==> config.mk <==
export PLATFORM = sky130hd
export DESIGN_NAME = regfile_issue_ctrl
export DESIGN_NICKNAME = d
export VERILOG_FILES = /design/src/rtl/regfile_issue_ctrl_pkg.sv /design/src/rtl/regfile_issue_ctrl_decode.sv /design/src/rtl/regfile_issue_ctrl.sv
export SDC_FILE = /design/constraint.sdc
export NUM_CORES = 1
export LEC_CHECK = 0
export BUFFER_PORTS_ARGS = -buffer_cell sky130_fd_sc_hd__buf_2
export CORE_MARGIN = 5
export CORE_UTILIZATION = 35
export DETAILED_ROUTE_END_ITERATION = 10
export PLACE_DENSITY = 0.62
export SYNTH_ARGS = -nofsm -noshare
export SYNTH_HDL_FRONTEND = slang
export SYNTH_SLANG_ARGS = --single-unit
==> constraint.sdc <==
create_clock -name CLK -period 3.88 [get_ports CLK]
set_input_delay 0.388 -clock CLK [delete_from_list [all_inputs] [get_ports CLK]]
set_output_delay 0.388 -clock CLK [all_outputs]
set_load 0.005 [all_outputs]
==> src/rtl/regfile_issue_ctrl_pkg.sv <==
// Shared constants for the register-file issue controller: RV32 opcodes,
// instruction field positions and the issue FSM state encoding.
package regfile_issue_ctrl_pkg;

   localparam logic [6:0] OP_R     = 7'b0110011;
   localparam logic [6:0] OP_I     = 7'b0010011;
   localparam logic [6:0] OP_LOAD  = 7'b0000011;
   localparam logic [6:0] OP_S     = 7'b0100011;
   localparam logic [6:0] OP_B     = 7'b1100011;
   localparam logic [6:0] OP_JAL   = 7'b1101111;
   localparam logic [6:0] OP_JALR  = 7'b1100111;
   localparam logic [6:0] OP_LUI   = 7'b0110111;
   localparam logic [6:0] OP_AUIPC = 7'b0010111;

   localparam int OPC_MSB = 6;
   localparam int RD_LSB  = 7;
   localparam int RS1_LSB = 15;
   localparam int RS2_LSB = 20;

   localparam logic [1:0] ST_IDLE  = 2'd0;
   localparam logic [1:0] ST_CHECK = 2'd1;
   localparam logic [1:0] ST_ISSUE = 2'd2;

endpackage

==> src/rtl/regfile_issue_ctrl_decode.sv <==
// Register-field decode: extracts rs1/rs2/rd and whether each is really used.
// x0 sources and an x0 destination are reported as unused.
module rv_reg_decode
   import regfile_issue_ctrl_pkg::*;
#(
   parameter int AW = 5
) (
   input  logic [24:0]   instr_i,
   output logic [AW-1:0] rs1_o,
   output logic [AW-1:0] rs2_o,
   output logic [AW-1:0] rd_o,
   output logic          uses_rs1_o,
   output logic          uses_rs2_o,
   output logic          has_rd_o
);

   logic [6:0] opc;

   assign opc = instr_i[OPC_MSB:0];

   always_comb begin
      rs1_o      = instr_i[RS1_LSB +: AW];
      rs2_o      = instr_i[RS2_LSB +: AW];
      rd_o       = instr_i[RD_LSB +: AW];
      uses_rs1_o = !(opc == OP_LUI || opc == OP_AUIPC || opc == OP_JAL) && (rs1_o != '0);
      uses_rs2_o = (opc == OP_R || opc == OP_S || opc == OP_B) && (rs2_o != '0);
      has_rd_o   = !(opc == OP_S || opc == OP_B) && (rd_o != '0);
   end

endmodule

==> src/rtl/regfile_issue_ctrl.sv <==
// Issue controller: holds one instruction, waits out RAW hazards on a busy-bit
// scoreboard, then presents a valid/ready operand bundle. Writeback is passed to the RF.
module regfile_issue_ctrl
   import regfile_issue_ctrl_pkg::*;
#(
   parameter int XLEN = 32,
   parameter int NREG = 32,
   parameter int AW   = 5
) (
   input  logic            CLK,
   input  logic            RESET,
   input  logic            instr_valid,
   output logic            instr_ready,
   input  logic [31:0]     instr,
   output logic [AW-1:0]   rf_raddr1,
   output logic [AW-1:0]   rf_raddr2,
   input  logic [XLEN-1:0] rf_rdata1,
   input  logic [XLEN-1:0] rf_rdata2,
   output logic            issue_valid,
   input  logic            issue_ready,
   output logic [31:0]     issue_instr,
   output logic [XLEN-1:0] issue_rs1_val,
   output logic [XLEN-1:0] issue_rs2_val,
   output logic [AW-1:0]   issue_rd,
   input  logic            wb_valid,
   input  logic [AW-1:0]   wb_rd,
   input  logic [XLEN-1:0] wb_data,
   output logic            rf_we,
   output logic [AW-1:0]   rf_waddr,
   output logic [XLEN-1:0] rf_wdata,
   output logic [1:0]      dbg_state,
   output logic [NREG-1:0] dbg_busy
);

   // Handshakes: a transfer happens on a rising edge where valid and ready are both 1;
   // the sender holds valid and payload stable until that edge.

   logic [1:0]      state_q, state_d;
   logic [31:0]     instr_q, instr_d;
   logic [XLEN-1:0] rs1_val_q, rs1_val_d;
   logic [XLEN-1:0] rs2_val_q, rs2_val_d;
   logic [NREG-1:0] busy_q, busy_d;

   logic [AW-1:0]   rs1, rs2, rd;
   logic            uses_rs1, uses_rs2, has_rd;
   logic [NREG-1:0] clr_mask, set_mask, busy_eff;
   logic [XLEN-1:0] op1, op2;
   logic            hazard;

   rv_reg_decode #(.AW(AW)) u_decode (
      .instr_i    (instr_q[24:0]),
      .rs1_o      (rs1),
      .rs2_o      (rs2),
      .rd_o       (rd),
      .uses_rs1_o (uses_rs1),
      .uses_rs2_o (uses_rs2),
      .has_rd_o   (has_rd)
   );

   assign rf_raddr1     = rs1;
   assign rf_raddr2     = rs2;
   assign instr_ready   = (state_q == ST_IDLE) && !RESET;
   assign issue_valid   = (state_q == ST_ISSUE);
   assign issue_instr   = instr_q;
   assign issue_rs1_val = rs1_val_q;
   assign issue_rs2_val = rs2_val_q;
   assign issue_rd      = has_rd ? rd : '0;
   assign rf_we         = wb_valid && (wb_rd != '0);
   assign rf_waddr      = wb_rd;
   assign rf_wdata      = wb_data;
   assign dbg_state     = state_q;
   assign dbg_busy      = busy_q;

   // A writeback landing this cycle already resolves the hazard and supplies the operand.
   always_comb begin
      clr_mask = '0;
      set_mask = '0;
      if (rf_we) clr_mask[wb_rd] = 1'b1;
      if (issue_valid && issue_ready && has_rd) set_mask[rd] = 1'b1;
      busy_eff = busy_q & ~clr_mask;
      busy_d   = busy_eff | set_mask;
      busy_d[0] = 1'b0;
      hazard = (uses_rs1 && busy_eff[rs1]) || (uses_rs2 && busy_eff[rs2]);
      op1 = '0;
      op2 = '0;
      if (uses_rs1) op1 = (rf_we && wb_rd == rs1) ? wb_data : rf_rdata1;
      if (uses_rs2) op2 = (rf_we && wb_rd == rs2) ? wb_data : rf_rdata2;
   end

   always_comb begin
      state_d   = state_q;
      instr_d   = instr_q;
      rs1_val_d = rs1_val_q;
      rs2_val_d = rs2_val_q;
      case (state_q)
         ST_IDLE: begin
            if (instr_valid) begin
               instr_d = instr;
               state_d = ST_CHECK;
            end
         end
         ST_CHECK: begin
            if (!hazard) begin
               rs1_val_d = op1;
               rs2_val_d = op2;
               state_d   = ST_ISSUE;
            end
         end
         ST_ISSUE: begin
            if (issue_ready) state_d = ST_IDLE;
         end
         default: state_d = ST_IDLE;
      endcase
   end

   always_ff @(posedge CLK or posedge RESET) begin
      if (RESET) begin
         state_q   <= ST_IDLE;
         instr_q   <= '0;
         rs1_val_q <= '0;
         rs2_val_q <= '0;
         busy_q    <= '0;
      end else begin
         state_q   <= state_d;
         instr_q   <= instr_d;
         rs1_val_q <= rs1_val_d;
         rs2_val_q <= rs2_val_d;
         busy_q    <= busy_d;
      end
   end

endmodule
==> summary.txt, run 1 <==
Logic synthesis
  • Most frequent cells after synthesis: dfrtp_1 (129), mux2_2 (61), o21ai_0 (56)
  • Ranking of synthesized cells by area: dfrtp_1 (46%), mux2_2 (9.9%), buf_4 (5.3%)
  • Post-synthesis cell area: 6970 sq um
  • Post-synth cell types: 60
  • Synthesized area per cell: 11.0 sq um
  • Register area share after synthesis: between 40% and 50%
  • Post-synthesis async set-or-reset flop share: between 90% and 100%
  • Ys flop type: dfrtp_1
  • Synth warn: 0
  • Yosys top cell area share: about 46%
  • Cell accounting for the most synthesized area: dfrtp_1
  • Post-synth EDFFs: 0
  • Top-count cell post-synth: dfrtp_1
  • Net Count, Synth: 770
  • Post-Syn Instances: 632
  • Register bit total from synthesis: about 130

Power and ir drop
  • PwrDens: 722 nW/um^2
  • Peak supply drop: 0.373 mV
  • Psw: between 2 and 3 mW
  • Leakage: 4.29 nW
  • Logic gate share of total power: approximately 41%
  • Sw Share: 39.2%
  • Reg power frac: 35.0%
  • Clock network power share: between 20% and 30%
  • Power Internal: 3.98 mW

GRT
  • Gr usage total: roughly a fifth
  • Largest net degree at the start of global routing: slightly above 80
  • First-pass GRT wire length: 36.3 mm
  • Vias in the first global route: between 6000 and 7000
  • Initial antenna violation count: 1
  • GRT Residual Overflow: 0

STA
  • Final setup fails: 0
  • RSZ-0062 raised after global routing: no
  • Final worst path period share: 78.7%
  • Clock skew: 0.0129 ns
  • Slew margin rel.: ~50%
  • Fin crit period: 3.05 ns
  • FMAX: approximately 0.33 GHz
  • Hold Fails Final Rpt: 0
  • Worst Tran Pin Value: 0.753 ns
  • Worst hold slack: ~0.11 ns
  • Max Transition Viols Final: 0
  • Post-route setup TNS: 0 ns
  • Setup WS post-layout: 0.825 ns

Routing
  • 1st-pass router iterations: 5
  • Via-per-instance ratio: 5.32
  • Final wirelength: 24.5 mm
  • Remaining antenna violation count: 0
  • Vias: 6249
  • Initial DRC count: 445
  • Drt drc: 0
  • Drt wl/cell: approximately 21 um

Placed design
  • Gp weighted congestion: around 0.96
  • Detailed placer's ending HPWL: 18.3 mm
  • IO Port Bufs: 321
  • Pre-CTS setup slack: slightly below 0.8 ns

Cells and area
  • Fill cells: 1905
  • Area grow syn2layout: 30.1%
  • Final Util: a little under half
  • Multi-input gate area: 3180 sq um
  • Register area: 3230 sq um
  • Nets@finish: 1033
  • Share of layout cells above drive strength 1: around 49%

Die
  • Initial Utilization: 35.7%
  • Die area: ~23000 sq um
  • Boundary Pins: between 300 and 400
  • Die width: about 150 um
  • Die height: 151 um
  • Row cnt: 51
  • CORE AREA: between 15000 and 20000 sq um

Clock tree
  • Hold-fix buffers, CTS: 0
  • CTS buffer count: 17
  • # Post-CTS Setup Buffers: 0
  • Clock buffer depth: 2
  • Clock Latency Late Sink: 0.42 ns
  • # clock sinks: 129
  • TritonCTS clock tree: done
  • Clock-pin slew on the worst setup and hold paths: about 0.07 ns
  • Post-cts sizing count: 0
  • H-tree Lvls: 4
  • Clk root buf: clkbuf_16

Worst setup path
  • Worst path cell trace: inv_1 -> and2_1 -> nor2b_1 -> or3_1 -> o311a_1 -> a211oi_2 -> o21a_1 -> buf_4 -> a32o_1
  • Worst setup EP type: register
  • CP max-delay cell: dfrtp_1
  • CP Data Arrival Time: 3.40 ns
  • Worst path required time: 4.22 ns
  • CP top delay family: compound AO/OA/AOI/OAI gates
  • Worst setup SP type: register
  • Crit path max fanout: 33
  • Setup CP Type: register to register
  • Critical path buffers and inverters: 2
  • Max incr delay on CP: 0.68 ns

Outcome
  • Outcome: finished clean

Hold path
  • Hold Crit Class: primary input to async pin

Flow run
  • Maxcap violations: 0
flip-flops by register name, summed over array words and instances, names as in the netlist:
| signal | cells |
|---|---|
| issue_rs2_val | 32 |
| issue_instr | 32 |
| issue_rs1_val | 32 |
| dbg_state | 2 |
| dbg_busy | 31 |
worst paths after layout:
path	to	slack [ns]	depth (start not counted)	from
worst max-delay path	issue_rs1_val[15]	0.83	9	issue_instr[21]
worst min-delay path	issue_instr[6]	0.11	2	RESET
worst max register to register	issue_rs1_val[15]	0.83	9	issue_instr[21]
worst min register to register	issue_rs2_val[31]	0.48	1	issue_rs2_val[31]
max in group asynchronous	issue_rs2_val[26]	2.88	3	RESET
min in group CLK	dbg_state[1]	0.16	2	issue_ready
through the flow:
stage / std cells / area [sq um] / total power, mW
after global placement: 1141 / 8490 / 4.98
after CTS: 1173 / 9070 / 6.60
after detailed placement: 1141 / 8490 / 5.00
after floorplan: 632 / 6970 / 3.85
after global routing: 1173 / 9070 / 6.97
final: 1174 / 9070 / 6.55
power by group through the flow:
stage,logic [mW],registers (mW),clock network [mW]
6_report,2.68,2.29,1.58
5_1_grt,2.94,2.36,1.67
4_1_cts,2.71,2.29,1.61
3_5_place_dp,2.70,2.31,0
3_3_place_gp,2.67,2.30,0
2_1_floorplan,1.66,2.19,0
logic make-up (layout without fill, tap and decap cells):
kind of cell | Yosys count | count (layout) | share of synthesized area [%]
muxes | 99 | 99 | 16.0
and+or+nand+nor | 123 | 123 | 9.83
other | 1 | 2 | 0.0538
DFF | 129 | 129 | 46.3
AOI/OAI and AO/OA | 171 | 171 | 18.1
buffers and inverters | 99 | 375 | 8.40
xor gates and xnor gates | 10 | 10 | 1.26
layer usage:
metal,wire length [um],vias up,global-route usage (%)
li1,-,2862,-
met1,10400,3082,28.6
met2,11900,258,32.8
met3,1600,45,4.70
met4,603,2,7.25
met5,13,-,0
cell type report:
class	instances	share of cell area [%]
flip-flops and latches	129	35.6
clock inverters	13	1.37
well taps	265	3.66
inverters	9	0.428
diodes	1	0.0276
clock buffers	19	4.99
repair buffers	334	18.9
multi-input cells	404	35.0
cells in the final DEF, fill, tap and decap left out, types with 6 or more instances in the layout:
cell       netlist  layout
a21oi_1          6       6
a32o_1          33      33
and2_1           7       7
buf_2           12     321
buf_4           49      12
clkbuf_16        0      17
dfrtp_1        129     129
inv_1            9       8
inv_6            0       7
mux2_2          61      61
mux2i_1         34      34
nand2_1         38      38
nand2b_1         6       6
nand3_1         13      13
nor2_1          12      11
nor2b_1         14      14
o21ai_0         56      56
o22ai_1          7       7
o2bb2ai_1       32      32
xnor2_1          9       9
No activity file was read; power rests on OpenSTA's default activity.
==> inputs of run 2 (changes only) <==
PLACE_DENSITY = 0.6   (was 0.62)
clock period = 2.9 ns   (was 3.88 ns; I/O delays follow)
==> run 2 against run 1 <==
Effect of this change: count of clock-buffer cells in the layout down 1; flip-flop and latch count unchanged; clock power up 40%; cell count up 2.1%; critical path depth up 1; highest routed layer unchanged; total power up 40%; setup slack worse by 0.72 ns; worst hold slack worse by 0.043 ns; sequential share of layout area down 1.0 points; register-to-register slack worse by 0.72 ns.
==> summary.txt, run 2 (same netlist as run 1, synthesis figures left out) <==
Outcome
  • Outcome: finished clean

Clock tree
  • Clk root buf: clkbuf_16
  • CTS buffer count: 17 (unchanged)
  • Hold-fix buffers, CTS: 0 (unchanged)
  • Clock-pin slew on the worst setup and hold paths: 0.06 ns (about the same)
  • TritonCTS clock tree: done
  • # clock sinks: 129 (unchanged)
  • H-tree Lvls: 4 (unchanged)
  • Clock Latency Late Sink: 0.42 ns (about the same)
  • Clock buffer depth: 2 (unchanged)

Worst setup path
  • Setup CP Type: register to register
  • Crit path max fanout: 32 (-3.0%)
  • Worst setup SP type: register
  • CP top delay family: compound AO/OA/AOI/OAI gates
  • CP max-delay cell: dfrtp_2
  • Worst path cell trace: inv_1 -> and2_1 -> nor2b_1 -> or3_1 -> o311a_1 -> a211oi_2 -> o211ai_1 -> buf_4 -> clkbuf_16 -> a32o_1
  • Worst path required time: 3.21 ns (-1.01 ns)
  • Worst setup path start: issue_instr[21]
  • Worst R2R Start: issue_instr[21]
  • Max incr delay on CP: 0.48 ns (-0.20 ns)
  • Worst setup EP type: register
  • CP Data Arrival Time: 3.10 ns (-0.30 ns)
  • Critical path buffers and inverters: 3 (+1)

Cells and area
  • Most frequent cells in the layout: buf_2 (321), dfrtp_1 (127), mux2_2 (61)
  • Commonest non-fill, non-tap cell in the layout: buf_2
  • ANT cells: 0 (-1)
  • Fill cells: 1865 (-2.1%)
  • Final Util: 47.9% (+1.4 points)
  • Area grow syn2layout: 34.1%
  • Layout Cells excl Fill: 1199 (+2.1%)
  • Share of layout cells above drive strength 1: 50.6% (+1.6 points)
  • Nets@finish: 1059 (+2.5%)

Power and ir drop
  • Sw Share: 38.2% (-1.1 points)
  • Power Internal: 5.67 mW (+42%)
  • Reg power frac: 33.0% (-2.0 points)
  • Clock network power share: 24.1% (about the same)
  • PwrDens: 980 nW/um^2 (+36%)
  • Psw: 3.50 mW (+36%)
  • Leakage: 4.44 nW (+3.5%)
  • Logic gate share of total power: 42.9% (+2.0 points)
  • Peak supply drop: 0.440 mV (+18%)

STA
  • Fin crit period: 2.79 ns (-0.263 ns)
  • Max Transition Viols Final: 0 (unchanged)
  • RSZ-0062 raised after global routing: no
  • Slew margin rel.: 52.0% (+2.2 points)
  • Hold Fails Final Rpt: 0 (unchanged)
  • Final worst path period share: 96.3% (+18 points)
  • Setup WS post-layout: 0.108 ns (-0.717 ns)
  • Post-route setup TNS: 0 ns (unchanged)
  • FMAX: 0.358 GHz (+9.4%)
  • Clock skew: 0.0116 ns (-0.00133 ns)
  • Worst Tran Pin Value: 0.720 ns (-0.0323 ns)
  • Final setup fails: 0 (unchanged)

Routing
  • Final wirelength: 24.5 mm (+0.23%)
  • Vias: 6291 (+0.67%)
  • Via-per-instance ratio: 5.25 (-1.4%)
  • Initial DRC count: 410 (-7.9%)
  • Drt wl/cell: 20.5 um (-1.9%)
  • Remaining antenna violation count: 0 (unchanged)
  • Drt drc: 0 (unchanged)
  • 1st-pass router iterations: 5 (unchanged)

GRT
  • GRT Residual Overflow: 0 (unchanged)
  • Gr usage total: 21.1% (+0.17 points)
  • First-pass GRT wire length: 36.9 mm (+1.5%)
  • Largest net degree at the start of global routing: 130 (+57%)
  • Vias in the first global route: 6391 (+2.7%)
  • Initial antenna violation count: 1 (unchanged)

Die
  • Die area: 22800 sq um (unchanged)
  • Die width: 151 um (unchanged)
  • Boundary Pins: 323 (unchanged)
  • Row cnt: 51 (unchanged)
  • Die height: 151 um (unchanged)
  • CORE AREA: 19500 sq um (unchanged)
  • Initial Utilization: 35.7% (unchanged)

Placed design
  • Pre-CTS setup slack: 0.0165 ns (-0.777 ns)
  • Gp weighted congestion: 0.955 (-0.32%)
  • Detailed placer's ending HPWL: 18.4 mm (+0.42%)
  • Placed Cells: 1165 (+2.1%)
  • IO Port Bufs: 321 (unchanged)

Hold path
  • Hold Crit Class: primary input to register
  • Origin of the worst min-delay path: issue_ready

Flow run
  • Maxcap violations: 0 (unchanged)
## run 2: cell count changes in the layout (fill, tap and decap cells not counted), sizes merged
| cell | change |
|---|---|
| buf | +25 |
| bufinv | +2 |
| clkinv | +3 |
| clkinvlp | +2 |
| diode | -1 |
| inv | -6 |
## run 2: per-layer routing
layer	vias to the layer above	routed length, um	share of wire, %	track usage (%)
met4	2	502	2.0	6.66
met3	37	1740	7.1	5.60
met1	3080	10800	44	29.2
met2	273	11500	47	32.4
met5	-	13	0.053	0
li1	2899	-	-	-
## run 2: stage by stage
step | hold WS (ns) | cell area (sq um) | total power [mW]
finish | 0.0668 | 9350 | 9.16
global route | 0.0650 | 9350 | 9.78
CTS | 0.0471 | 9320 | 9.19
detailed placement | 0.468 | 8720 | 6.93
global placement | 0.467 | 8720 | 6.90
floorplan | 0.398 | 6980 | 5.15
## run 2: timing repair
item                                    4_1_cts  5_1_grt
buffers inserted                              0        1
endpoints found under the setup margin        0       64
gates resized for setup                       0        5
## run 2: path summary, 6_finish.rpt
kind	end	slack, ns	cells past startpoint
setup / recovery	issue_rs1_val[31]	0.11	10
hold / removal	dbg_state[1]	0.07	2
setup reg to reg	issue_rs1_val[31]	0.11	10
hold reg to reg	issue_rs2_val[14]	0.48	1
max in group asynchronous	issue_instr[20]	2.22	3
min in group asynchronous	issue_instr[0]	0.09	3
## run 2: layout make-up
| cell class | instances | area [sq um] | share of cell area [%] |
|---|---|---|---|
| Clock buffer | 18 | 439 | 4.70 |
| Clock inverter | 14 | 163 | 1.74 |
| Inverter | 9 | 37.5 | 0.401 |
| Multi-Input combinational cell | 404 | 3180 | 34.0 |
| Sequential cell | 129 | 3230 | 34.5 |
| Tap cell | 265 | 332 | 3.55 |
| Timing Repair Buffer | 360 | 1970 | 21.1 |
## run 2: power by group through the flow
| stage | Combinational, mW | Sequential [mW] | Clock (mW) |
|---|---|---|---|
| 6_report | 3.93 | 3.02 | 2.21 |
| 3_3_place_gp | 3.87 | 3.03 | 0 |
| 5_1_grt | 4.31 | 3.12 | 2.35 |
| 2_1_floorplan | 2.22 | 2.93 | 0 |
| 4_1_cts | 3.90 | 3.02 | 2.27 |
| 3_5_place_dp | 3.89 | 3.04 | 0 |
==> inputs of run 3 (changes only) <==
GPL_ROUTABILITY_DRIVEN = 0   (was default)
HOLD_SLACK_MARGIN = 0.1   (was default)
PLACE_DENSITY = 0.58   (was 0.6)
SYNTH_HIERARCHICAL = 1   (was default)
==> run 3 against run 2 <==
Effect of this change: the flow now finishes with violations (setup timing); routed wire length grew 8.7%; largest power group unchanged; core utilization rose by 1.5 points; cell count grew 12%; flip-flop and latch count is the same; critical endpoint is now issue_rs2_val[11]; critical path type unchanged; largest cell class is now multi-input combinational cells; synthesized cell count up 11%; global-route usage fell by 0.89 points; sequential power grew 3%; setup slack worse by 0.12 ns.
==> summary.txt, run 3 <==
Worst setup path
  • Setup CP Type: register to register
  • Reg2reg path depth: 9 (-1)
  • Worst setup EP type: register
  • Reg-to-reg endpoint: issue_rs2_val[11]
  • Worst path required time: 3.20 ns (about the same)
  • CP top delay family: simple AND/OR/NAND/NOR gates
  • Worst R2R Start: issue_instr[15]
  • Worst reg-to-reg setup slack: -0.01 ns (-0.12 ns)
  • Worst path cell trace: or3b_4 -> o32ai_4 -> a41oi_2 -> o311a_1 -> a311oi_2 -> nor4_2 -> or4_4 -> buf_12 -> mux2_4
  • Crit path to: issue_rs2_val[11]
  • Critical path buffers and inverters: 1 (-2)
  • Worst setup path start: issue_instr[15]
  • CP max-delay cell: or4_4
  • Max incr delay on CP: 0.55 ns (+0.07 ns)
  • Worst setup SP type: register
  • Cell depth of the worst setup path: 9 (-1)
  • Crit path max fanout: 25 (-22%)
  • CP Data Arrival Time: 3.21 ns (+0.11 ns)

Power and ir drop
  • Reg power frac: 29.8% (-3.2 points)
  • Logic gate share of total power: 49.1% (+6.2 points)
  • PwrDens: 968 nW/um^2 (-1.2%)
  • Peak supply drop: 0.521 mV (+18%)
  • Power Internal: 6.55 mW (+16%)
  • Leakage: 5.26 nW (+18%)
  • Sw Share: 37.5% (-0.68 points)
  • Clock network power share: 21.0% (-3.1 points)
  • Psw: 3.92 mW (+12%)

Placed design
  • IO Port Bufs: 321 (unchanged)
  • Detailed placer's ending HPWL: 19.5 mm (+6.0%)
  • Placed Cells: 1273 (+9.3%)

STA
  • Max Transition Viols Final: 0 (unchanged)
  • Clock skew: 0.0155 ns (+0.00390 ns)
  • Post-route setup TNS: -0.0879 ns (-0.0879 ns)
  • Worst Tran Pin Value: 0.694 ns (-0.0264 ns)
  • RSZ-0062 raised after global routing: yes
  • Slew margin rel.: 53.7% (+1.8 points)
  • Final worst path period share: 100% (+4.1 points)
  • Setup WS post-layout: -0.0125 ns (-0.120 ns)
  • Hold Fails Final Rpt: 0 (unchanged)
  • FMAX: 0.343 GHz (-4.1%)
  • Fin crit period: 2.91 ns (+0.120 ns)
  • Final setup fails: 21 (+21)

Die
  • Boundary Pins: 323 (unchanged)
  • Initial Utilization: 35.6% (-0.11 points)
  • Row cnt: 54 (+5.9%)
  • Die height: 159 um (+5.3%)
  • Die width: 159 um (+5.3%)
  • Die area: 25300 sq um (+11%)
  • CORE AREA: 21900 sq um (+12%)

Routing
  • Via-per-instance ratio: 5.05 (-3.7%)
  • Drt drc: 0 (unchanged)
  • Initial DRC count: 367 (-10%)
  • Final wirelength: 26.7 mm (+8.7%)
  • 1st-pass router iterations: 5 (unchanged)
  • Remaining antenna violation count: 0 (unchanged)
  • Drt wl/cell: 19.9 um (-3.0%)
  • Vias: 6783 (+7.8%)

Logic synthesis
  • Post-synthesis async set-or-reset flop share: 100% (unchanged)
  • Most frequent cells after synthesis: dfrtp_1 (129), mux2i_1 (72), nor2b_1 (69)
  • Post-Syn Instances: 700 (+11%)
  • Synthesized area per cell: 11.1 sq um (+0.90%)
  • Register area share after synthesis: 41.4% (-4.9 points)
  • Ranking of synthesized cells by area: dfrtp_1 (41%), mux2_4 (9.4%), mux2i_1 (9.2%)
  • Ys flop type: dfrtp_1
  • Post-synth EDFFs: 0 (unchanged)
  • Post-synth cell types: 66 (+10%)
  • Register bit total from synthesis: 129 (unchanged)
  • Synth warn: 6 (+6)
  • Top-count cell post-synth: dfrtp_1
  • Net Count, Synth: 838 (+8.8%)
  • Cell accounting for the most synthesized area: dfrtp_1
  • Post-synthesis cell area: 7790 sq um (+12%)
  • Yosys top cell area share: 41.4% (-4.9 points)

Clock tree
  • Clock Latency Late Sink: 0.42 ns (about the same)
  • # clock sinks: 129 (unchanged)
  • CTS buffer count: 17 (unchanged)
  • Clock buffer depth: 2 (unchanged)
  • Clock-pin slew on the worst setup and hold paths: 0.06 ns (about the same)
  • H-tree Lvls: 4 (unchanged)
  • Clk root buf: clkbuf_16
  • TritonCTS clock tree: done

Outcome
  • Outcome: finished, violations left
  • Failing checks: setup timing

Flow run
  • Maxcap violations: 0 (unchanged)

GRT
  • Largest net degree at the start of global routing: 130 (unchanged)
  • GRT Residual Overflow: 0 (unchanged)
  • Initial antenna violation count: 0 (-1)
  • Vias in the first global route: 7088 (+11%)
  • First-pass GRT wire length: 41.5 mm (+13%)
  • Gr usage total: 20.2% (-0.89 points)

Cells and area
  • Fill cells: 2059 (+10%)
  • Share of layout cells above drive strength 1: 52.4% (+1.8 points)
  • Most frequent cells in the layout: buf_2 (321), dfrtp_1 (125), mux2i_1 (72)
  • Nets@finish: 1188 (+12%)
  • Commonest non-fill, non-tap cell in the layout: buf_2
  • Area grow syn2layout: 38.9%
  • ANT cells: 0 (unchanged)
  • Layout Cells excl Fill: 1343 (+12%)
  • Final Util: 49.4% (+1.5 points)

Hold path
  • Hold Crit Class: primary input to async pin
## run 3: area by class of cell
type | count | area (sq um) | area share (%)
timing repair buffer | 425 | 2600 | 24.0
inverter | 9 | 37.5 | 0.347
sequential | 129 | 3230 | 29.9
clock inverter | 15 | 171 | 1.58
multi-input combinational | 468 | 4010 | 37.0
tap | 280 | 350 | 3.24
clock buffer | 17 | 425 | 3.93
## run 3: worst min path at each step
stage / slack [ns] / endpoint / start / cells after the start
floorplan: 0.40 / dbg_state[1] / issue_ready / 1
global placement: 0.48 / issue_rs1_val[20] / issue_rs1_val[20] / 1
detailed placement: 0.49 / issue_rs1_val[25] / issue_rs1_val[25] / 1
CTS: 0.11 / issue_instr[10] / RESET / 3
global route: 0.13 / dbg_state[1] / issue_ready / 2
finish: 0.09 / dbg_busy[11] / RESET / 3
## run 3: repair_timing
item | 4_1_cts | 5_1_grt
endpoints found under the hold margin | 30 | 0
resized for setup | 1 | 26
pin swaps | 2 | 3
setup endpoints to repair | 64 | 64
setup buffers | 1 | 5
gates cloned | 0 | 2
hold buffers | 30 | 0
## run 3: logic make-up (layout without fill, tap and decap cells)
| logic type | count (synthesis) | count (layout) | share of synthesized area, % |
|---|---|---|---|
| simple gates | 186 | 186 | 14.0 |
| xor+xnor | 11 | 11 | 1.24 |
| flops | 129 | 129 | 41.4 |
| buf+inv | 103 | 466 | 8.46 |
| mux | 173 | 173 | 26.6 |
| other cells | 1 | 1 | 0.0481 |
| compound gates | 97 | 97 | 8.16 |
## run 3: stage by stage
step	worst slack [ns]	total power [mW]	instance area (sq um)	hold WS, ns
global route	-0.0464	11.1	10800	0.130
finish	-0.0125	10.5	10800	0.0897
global placement	-0.184	7.86	9740	0.485
detailed placement	-0.213	7.91	9740	0.487
floorplan	0.0663	6.02	7820	0.397
CTS	0.0123	10.2	10600	0.111
## run 3: power groups by stage
stage,registers [mW],clock network [mW],logic (mW)
global route,3.22,2.35,5.52
global placement,3.12,0,4.74
floorplan,2.99,0,3.03
finish,3.12,2.20,5.15
detailed placement,3.13,0,4.78
CTS,3.11,2.27,4.85
## run 3: worst reg2reg max path, cell delays in order (launching register included)
cell and delay (ns):
dfrtp_2 0.46, or3b_4 0.47, o32ai_4 0.15, a41oi_2 0.05
o311a_1 0.15, a311oi_2 0.30, nor4_2 0.09, or4_4 0.55
buf_12 0.23, mux2_4 0.34
## run 3: per-layer routing
layer  global-route usage (%)  routed length, um  up-vias
li1                         -                  -     3152
met1                     26.7              11300     3304
met2                     32.9              12900      304
met3                     5.46               2140       23
met4                     5.27                329        0
met5                        0                  0        -
